--- src/rtl/led_frame_scheduler_pkg.sv ---
// led_pkg: shared state encoding, SPRAM geometry and default timing for the
// LED frame scheduler.
package led_pkg;

    localparam int SPRAM_AW         = 14;
    localparam int SPRAM_DW         = 16;
    localparam int DEF_NUM_LEDS     = 144;
    localparam int DEF_LATCH_CYCLES = 14400;   // 300 us at 48 MHz

    typedef enum logic [2:0] {
        IDLE      = 3'd0,
        RD_LO     = 3'd1,
        RD_HI     = 3'd2,
        CAPTURE   = 3'd3,
        LOAD      = 3'd4,
        WAIT_DONE = 3'd5,
        LATCH     = 3'd6
    } frame_state_t;

    // Word address of one half of a pixel: low half at 2i, high half at 2i+1.
    function automatic logic [SPRAM_AW-1:0] pixel_addr(
        input logic [SPRAM_AW-2:0] idx,
        input logic                hi_word
    );
        pixel_addr = {idx, hi_word};
    endfunction

endpackage

--- src/rtl/led_frame_scheduler.sv ---
// led_frame_scheduler: walks the frame buffer held in an external SPRAM,
// hands one 24-bit pixel at a time to an external LED driver, then holds the
// latch gap. Host writes share the SPRAM port whenever the reader is not
// using it.
module led_frame_scheduler #(
    parameter int NUM_LEDS     = led_pkg::DEF_NUM_LEDS,
    parameter int LATCH_CYCLES = led_pkg::DEF_LATCH_CYCLES
) (
    input  logic                         clk,
    input  logic                         reset,
    input  logic                         enable,
    input  logic                         wr_req,
    input  logic [led_pkg::SPRAM_AW-1:0] wr_addr,
    input  logic [led_pkg::SPRAM_DW-1:0] wr_data,
    output logic                         wr_ack,
    output logic [led_pkg::SPRAM_AW-1:0] spram_addr,
    output logic [led_pkg::SPRAM_DW-1:0] spram_din,
    output logic                         spram_we,
    input  logic [led_pkg::SPRAM_DW-1:0] spram_dout,
    output logic [23:0]                  rgb,
    output logic                         load,
    input  logic                         done,
    output logic                         latch,
    output logic                         frame_done,
    output logic                         busy
);
    import led_pkg::*;

    localparam int PIX_W = (NUM_LEDS > 1) ? $clog2(NUM_LEDS) : 1;
    localparam int LAT_W = $clog2(LATCH_CYCLES + 1);
    localparam int IDX_W = SPRAM_AW - 1;

    localparam logic [PIX_W-1:0] PIX_LAST = PIX_W'(NUM_LEDS - 1);
    localparam logic [LAT_W-1:0] LAT_LAST = LAT_W'(LATCH_CYCLES - 1);

    frame_state_t            state_r;
    frame_state_t            state_s;
    logic [PIX_W-1:0]        pix_r;
    logic [LAT_W-1:0]        lat_cnt_r;
    logic [SPRAM_DW-1:0]     lo_word_r;
    logic [23:0]             rgb_r;
    logic                    load_r;
    logic                    latch_r;
    logic                    frame_done_r;
    logic                    busy_r;

    logic                    last_pix_s;
    logic                    lat_end_s;
    logic                    reader_owns_s;
    logic                    wr_ack_s;
    logic [SPRAM_AW-1:0]     spram_addr_s;
    logic [SPRAM_DW-1:0]     spram_din_s;

    assign last_pix_s = (pix_r == PIX_LAST);
    assign lat_end_s  = (lat_cnt_r == LAT_LAST);

    // State register.
    always_ff @(posedge clk or posedge reset) begin
        if (reset) begin
            state_r <= IDLE;
        end else begin
            state_r <= state_s;
        end
    end

    // Next-state logic; enable is only sampled in IDLE and at the end of the
    // latch gap, so dropping it mid-frame lets the frame finish.
    always_comb begin
        state_s = state_r;
        case (state_r)
            IDLE: begin
                if (enable) begin
                    state_s = RD_LO;
                end else begin
                    state_s = IDLE;
                end
            end
            RD_LO:   state_s = RD_HI;
            RD_HI:   state_s = CAPTURE;
            CAPTURE: state_s = LOAD;
            LOAD:    state_s = WAIT_DONE;
            WAIT_DONE: begin
                if (!done) begin
                    state_s = WAIT_DONE;
                end else if (last_pix_s) begin
                    state_s = LATCH;
                end else begin
                    state_s = RD_LO;
                end
            end
            LATCH: begin
                if (!lat_end_s) begin
                    state_s = LATCH;
                end else if (enable) begin
                    state_s = RD_LO;
                end else begin
                    state_s = IDLE;
                end
            end
            default: state_s = IDLE;
        endcase
    end

    // Pixel index: advances on the driver's done, returns to 0 between frames,
    // never wraps.
    always_ff @(posedge clk or posedge reset) begin
        if (reset) begin
            pix_r <= {PIX_W{1'b0}};
        end else if ((state_r == WAIT_DONE) && done && !last_pix_s) begin
            pix_r <= pix_r + PIX_W'(1'b1);
        end else if ((state_r == IDLE) || (state_r == LATCH)) begin
            pix_r <= {PIX_W{1'b0}};
        end else begin
            pix_r <= pix_r;
        end
    end

    // Latch gap counter: counts 0..LATCH_CYCLES-1 while in LATCH, else parked at 0.
    always_ff @(posedge clk or posedge reset) begin
        if (reset) begin
            lat_cnt_r <= {LAT_W{1'b0}};
        end else if ((state_r == LATCH) && !lat_end_s) begin
            lat_cnt_r <= lat_cnt_r + LAT_W'(1'b1);
        end else begin
            lat_cnt_r <= {LAT_W{1'b0}};
        end
    end

    // Pixel assembly: the low word is staged so rgb only changes as LOAD is
    // entered and stays put between loads.
    always_ff @(posedge clk or posedge reset) begin
        if (reset) begin
            lo_word_r <= {SPRAM_DW{1'b0}};
            rgb_r     <= 24'h00_0000;
        end else if (state_r == RD_HI) begin
            lo_word_r <= spram_dout;
            rgb_r     <= rgb_r;
        end else if (state_r == CAPTURE) begin
            lo_word_r <= lo_word_r;
            rgb_r     <= {spram_dout[7:0], lo_word_r};
        end else begin
            lo_word_r <= lo_word_r;
            rgb_r     <= rgb_r;
        end
    end

    // Registered status strobes decoded from the upcoming state.
    always_ff @(posedge clk or posedge reset) begin
        if (reset) begin
            load_r       <= 1'b0;
            latch_r      <= 1'b0;
            frame_done_r <= 1'b0;
            busy_r       <= 1'b0;
        end else begin
            load_r       <= (state_s == LOAD);
            latch_r      <= (state_s == LATCH);
            frame_done_r <= (state_r == LATCH) && lat_end_s;
            busy_r       <= (state_s != IDLE);
        end
    end

    // SPRAM port mux: the reader owns it in RD_LO/RD_HI, otherwise a pending
    // host write goes straight through; nothing is committed during reset.
    always_comb begin
        reader_owns_s = (state_r == RD_LO) || (state_r == RD_HI);
        wr_ack_s      = wr_req && !reader_owns_s && !reset;
        spram_addr_s  = {SPRAM_AW{1'b0}};
        spram_din_s   = {SPRAM_DW{1'b0}};
        if (state_r == RD_LO) begin
            spram_addr_s = pixel_addr(IDX_W'(pix_r), 1'b0);
        end else if (state_r == RD_HI) begin
            spram_addr_s = pixel_addr(IDX_W'(pix_r), 1'b1);
        end else if (wr_ack_s) begin
            spram_addr_s = wr_addr;
            spram_din_s  = wr_data;
        end else begin
            spram_addr_s = {SPRAM_AW{1'b0}};
            spram_din_s  = {SPRAM_DW{1'b0}};
        end
    end

    assign wr_ack     = wr_ack_s;
    assign spram_we   = wr_ack_s;
    assign spram_addr = spram_addr_s;
    assign spram_din  = spram_din_s;
    assign rgb        = rgb_r;
    assign load       = load_r;
    assign latch      = latch_r;
    assign frame_done = frame_done_r;
    assign busy       = busy_r;

endmodule

--- config.mk ---
export PLATFORM = sky130hd
export DESIGN_NAME = led_frame_scheduler
export DESIGN_NICKNAME = d
export VERILOG_FILES = /design/src/rtl/led_frame_scheduler_pkg.sv /design/src/rtl/led_frame_scheduler.sv
export SDC_FILE = /design/constraint.sdc
export NUM_CORES = 1
export LEC_CHECK = 0
export ABC_AREA = 1
export CAP_MARGIN = 10
export CORE_UTILIZATION = 43
export DETAILED_ROUTE_END_ITERATION = 7
export PLACE_DENSITY = 0.8
export SLEW_MARGIN = 40
export SYNTH_ARGS = -nofsm -noshare
export SYNTH_HDL_FRONTEND = slang
export SYNTH_SLANG_ARGS = --single-unit
--- constraint.sdc ---
create_clock -name clk -period 9.4 [get_ports clk]
set_input_delay 1.88 -clock clk [delete_from_list [all_inputs] [get_ports clk]]
set_output_delay 1.88 -clock clk [all_outputs]
set_load 0.01 [all_outputs]
Word level (Yosys, flattened, before mapping)

Cells that the tools add are included.

Bits in registers: 69

Add/subtract/negate cells: 2
Equal/unequal tests: 10
Multiplexer cells: 14
Bitwise gates (word level): 1
Reductions and logical operators: 16

Operators by type and width:

| cell                                                | count |
|---|---|
| 2-to-1 mux 14 bit                                   | 4 |
| 2-to-1 mux 16 bit                                   | 3 |
| case mux 3 bit (7 select lines)                     | 1 |
| 2-to-1 mux 8 bit                                    | 2 |
| equality test 3 bit, second input constant          | 5 |
| adder 14 x 1 -> 14 bit, second input constant       | 1 |
| equality test 14 bit, second input constant         | 1 |
| 2-to-1 mux 3 bit                                    | 3 |
| adder 8 x 1 -> 8 bit, second input constant         | 1 |
| equality test 8 bit, second input constant          | 1 |
| equality test 3 x 2 -> 1 bit, second input constant | 2 |
| logical AND 1 bit                                   | 6 |
| logical NOT 1 bit                                   | 4 |
| equality test 3 x 1 -> 1 bit, second input constant | 1 |
| logical NOT 3 bit                                   | 1 |
| nonzero test 3 bit                                  | 1 |
| logical OR 1 bit                                    | 2 |
| AND reduction 2 bit                                 | 1 |
| nonzero test 2 bit                                  | 1 |
| 2-to-1 mux 1 bit                                    | 1 |
| NOT 1 bit                                           | 1 |

Longest topological paths before layout

Depth after elaboration: 8
Depth in mapped cells: 9

Worst setup path before layout

Ideal clock, no wire load.

Path type: input to output
Start: input reset
End: output spram_addr[1] (netlist name)
Arrival time: 3.996 ns
Slack: 3.524 ns
Stages: 5
Path buffers: 0
Cell sequence: inv_1 -> nand3_2 -> inv_2 -> nand2_1 -> o21ai_0

Longest elaborated chain between the ends: 5

Ends and longest elaborated chain:

| what               | RTL line                   | text |
|---|---|---|
| start, declared    | led_frame_scheduler.sv:10  | `input logic reset,` |
| logical NOT 1 bit  | led_frame_scheduler.sv:166 | `wr_ack_s = wr_req && !reader_owns_s && !reset;` |
| logical AND 1 bit  | led_frame_scheduler.sv:166 |  |
| named net spram_we | led_frame_scheduler.sv:18  | `output logic spram_we,` |
| 2-to-1 mux 14 bit  | led_frame_scheduler.sv:173 | `end else if (wr_ack_s) begin` |
| 2-to-1 mux 14 bit  | led_frame_scheduler.sv:171 | `end else if (state_r == RD_HI) begin` |
| 2-to-1 mux 14 bit  | led_frame_scheduler.sv:169 | `if (state_r == RD_LO) begin` |
| end, declared      | led_frame_scheduler.sv:16  | `output logic [led_pkg::SPRAM_AW-1:0] spram_addr,` |

The timed path passes the listed nets, and every way through them passes these cells.

Worst setup path after layout

Start: input reset
End: output spram_addr[4] (netlist name)

Longest elaborated chain between the ends: 5

Ends and longest elaborated chain:

| what              | RTL line |
|---|---|
| logical NOT 1 bit | led_frame_scheduler.sv:166 |
| logical AND 1 bit | led_frame_scheduler.sv:166 |
| 2-to-1 mux 14 bit | led_frame_scheduler.sv:173 |
| 2-to-1 mux 14 bit | led_frame_scheduler.sv:171 |
| 2-to-1 mux 14 bit | led_frame_scheduler.sv:169 |

Every way passes these cells.

==> results.toml <==
[cts]
cts-resized-gates = 0
cts_root_buf = "clkbuf_8"
post_cts_buffers = 0
tritoncts = "yes"
insertion_delay_ns = 0.34
cts_buffers = 9
ctsHtreeMaxLevel = 3
cts_hold_buf = 0
cts.reportedPaths.clkPinSlew_ns = 0.07
cts.sinks = 69
cts_buffer_depth = 2

[timing]
hold_slack_ns = 0.467
timing.setup.tns_ns = 0
fin_ws_ns = 3.13
layout_worst_path_cycle_share_pct = 66.7
setup_viol = 0
skew_ns = 0.00628
fmax_ghz = 0.159
slew_headroom_pct = 54.6
slew_viol_final = 0
tightest_slew_ns = 0.680
rsz0062_at_grt = "no"
finalCriticalPeriod_ns = 6.27
hold_viol_final = 0

[global_route]
grt_overflow = 0
grt_first_pass_wirelength_um = 12500
antenna_found_initial = 0
grtUsageTotal_pct = 21.1
grt_pass1_vias = 2764
grt_max_degree = 45

[worst_setup_path]
worstPathRequired_ns = 7.52
rr_worst_depth = 5
crit_type = "primary input to output port"
endpoint_kind = "output port"
start_kind = "primary input"
reg2reg_to = "rgb[5]$_DFFE_PP0P_"
critPathMaxFanout = 44
crit_arrival_ns = 4.39
r2r_start = "state_r[2]$_DFF_PP0_"
ff2ff_setup_slack_ns = 7.54

[placed_design]
numPortBuffers = 110
dp_hpwl_um = 5680
gp_congestion = 0.857
placed_area_um2 = 4460
placed_cells = 605
dp_slack_ns = 3.09

[layout]
fillers = 632
seq_area_um2 = 1730
fin_nets = 570
fin_area_um2 = 4660
final_cells = 621
multiInputGateArea_um2 = 1210
antenna_cells = 0
syn_to_final_growth_pct = 42.6
drive_above_1_share_pct = 8.05

[detailed_routing]
highest_layer = "met4"
met3_length_um = 536
drc = 0
wl_met1_um = 3520
via_per_inst = 4.70
wire_per_inst_um = 12.5
drt_pass1_iterations = 5
ant_nets = 0
wl_met2_um = 3570
vias = 2917
dr.first_iter.drc_count = 130
totalWireLength_um = 7780

[die]
core_area_um2 = 7290
die_x_um = 89.1
start_util_pct = 44.8
num_rows = 31
dieArea_um2 = 7940
io_pins = 111
die_y_um = 89.1

[synthesis]
synth_top_area_share_pct = 52.9
ys_warn_count = 0
avgSynthCellArea_um2 = 8.06
netlist_top_cells_area = "dfrtp_1 (53%), nand2_1 (12%), inv_1 (7.4%)"
netlist_instances = 405
syn-cell-area_um2 = 3260
yosys_register_bits = 69
syn-num-nets = 458
synth_largest_area_cell = "dfrtp_1"
synth-seq-area-share_pct = 52.9
synth_cell_type_count = 26

[hold_path]
min_to = "lat_cnt_r[0]$_DFF_PP0_"
min_path_cells = 1
holdCritPathClass = "register to register"
min_from = "lat_cnt_r[0]$_DFF_PP0_"

[pwr]
max-vdd-ir-drop_v = 0.000150
powerDensity_nw_per_um2 = 244
static-leakage-power_nw = 2.22

[flow_run]
drv_cap = 0

[status]
status = "finished clean"
worst max-delay path, stage by stage:
cell and delay [ns]:
clkdlybuf4s50_1 0.41, inv_2 0.05, buf_4 0.31, buf_12 0.29
nand3_2 0.38, inv_2 0.31, nand2_1 0.08, o21ai_0 0.08
clkdlybuf4s50_1 0.56
report_power, final:
group / switching (mW) / internal (mW)
Sequential: 0.0557 / 0.396
Combinational: 0.230 / 0.215
Clock: 0.111 / 0.129
Total: 0.396 / 0.740
metrics by stage:
stage	total power, mW	utilization (%)
2_1_floorplan	0.685	-
3_3_place_gp	0.887	60.8
3_5_place_dp	0.904	61.1
4_1_cts	1.15	63.8
5_1_grt	1.22	63.8
6_report	1.14	63.8
worst max path at each step:
stage          startpoint  slack (ns)  depth (start not counted)             to
6_report            reset        3.13                          9  spram_addr[4]
5_1_grt             reset        2.90                          9  spram_addr[4]
4_1_cts             reset        3.09                          9  spram_addr[4]
3_5_place_dp        reset        3.09                          9  spram_addr[4]
3_3_place_gp        reset        2.98                          8  spram_addr[3]
2_1_floorplan       reset        3.52                          5  spram_addr[1]
state kept, by name, summed over array words and instances (netlist names):
name        flops
busy            1
state_r         3
pix_r           8
frame_done      1
latch           1
lo_word_r      16
lat_cnt_r      14
rgb            24
load            1
synthesized netlist by cell type:
master	number
a211oi_1	1
a21oi_1	8
buf_2	6
buf_4	1
buf_6	1
clkbuf_1	3
dfrtp_1	69
ha_1	2
inv_1	64
inv_2	6
mux2_2	5
nand2_1	101
nand2_2	1
nand3_1	17
nand3_2	4
nand4_1	4
nor2_1	55
nor3_1	3
nor3_2	6
nor3b_1	3
o21ai_0	37
o21ai_1	1
o22ai_1	1
or2_2	1
xnor2_1	1
xor2_1	4
logic make-up (layout without fill, tap and decap cells):
logic type / after synthesis / count (layout) / synth area share, %
compound gates: 48 / 48 / 7.47
simple gates: 195 / 195 / 25.9
xor+xnor: 5 / 5 / 1.34
mux: 5 / 5 / 1.72
buf+inv: 81 / 198 / 9.89
fa+ha+maj: 2 / 2 / 0.766
flops: 69 / 69 / 52.9
routing by layer:
metal | vias up | track usage (%)
li1 | 1466 | -
met1 | 1328 | 27.0
met2 | 107 | 32.9
met3 | 16 | 6.37
met4 | 0 | 9.81
met5 | - | 0
area by class of cell:
cell class | count | area share, %
tap | 99 | 2.66
inverter | 70 | 5.64
clock inverter | 6 | 1.32
sequential | 69 | 37.1
clock buffer | 10 | 2.96
timing repair buffer | 112 | 24.2
multi-input combinational | 255 | 26.1
layout by cell type (no fill, tap or decap), drive strengths merged, types with 3 or more instances in the layout:
cell,instances
nand3,21
nor3b,3
nor3,9
xor2,4
o21ai,38
mux2,5
dfrtp,69
nand2,102
a21oi,8
inv,71
clkinv,3
nor2,55
clkdlybuf4s50,110
nand4,4
clkbuf,10
Note: power is estimated with default switching activity, not from simulation.
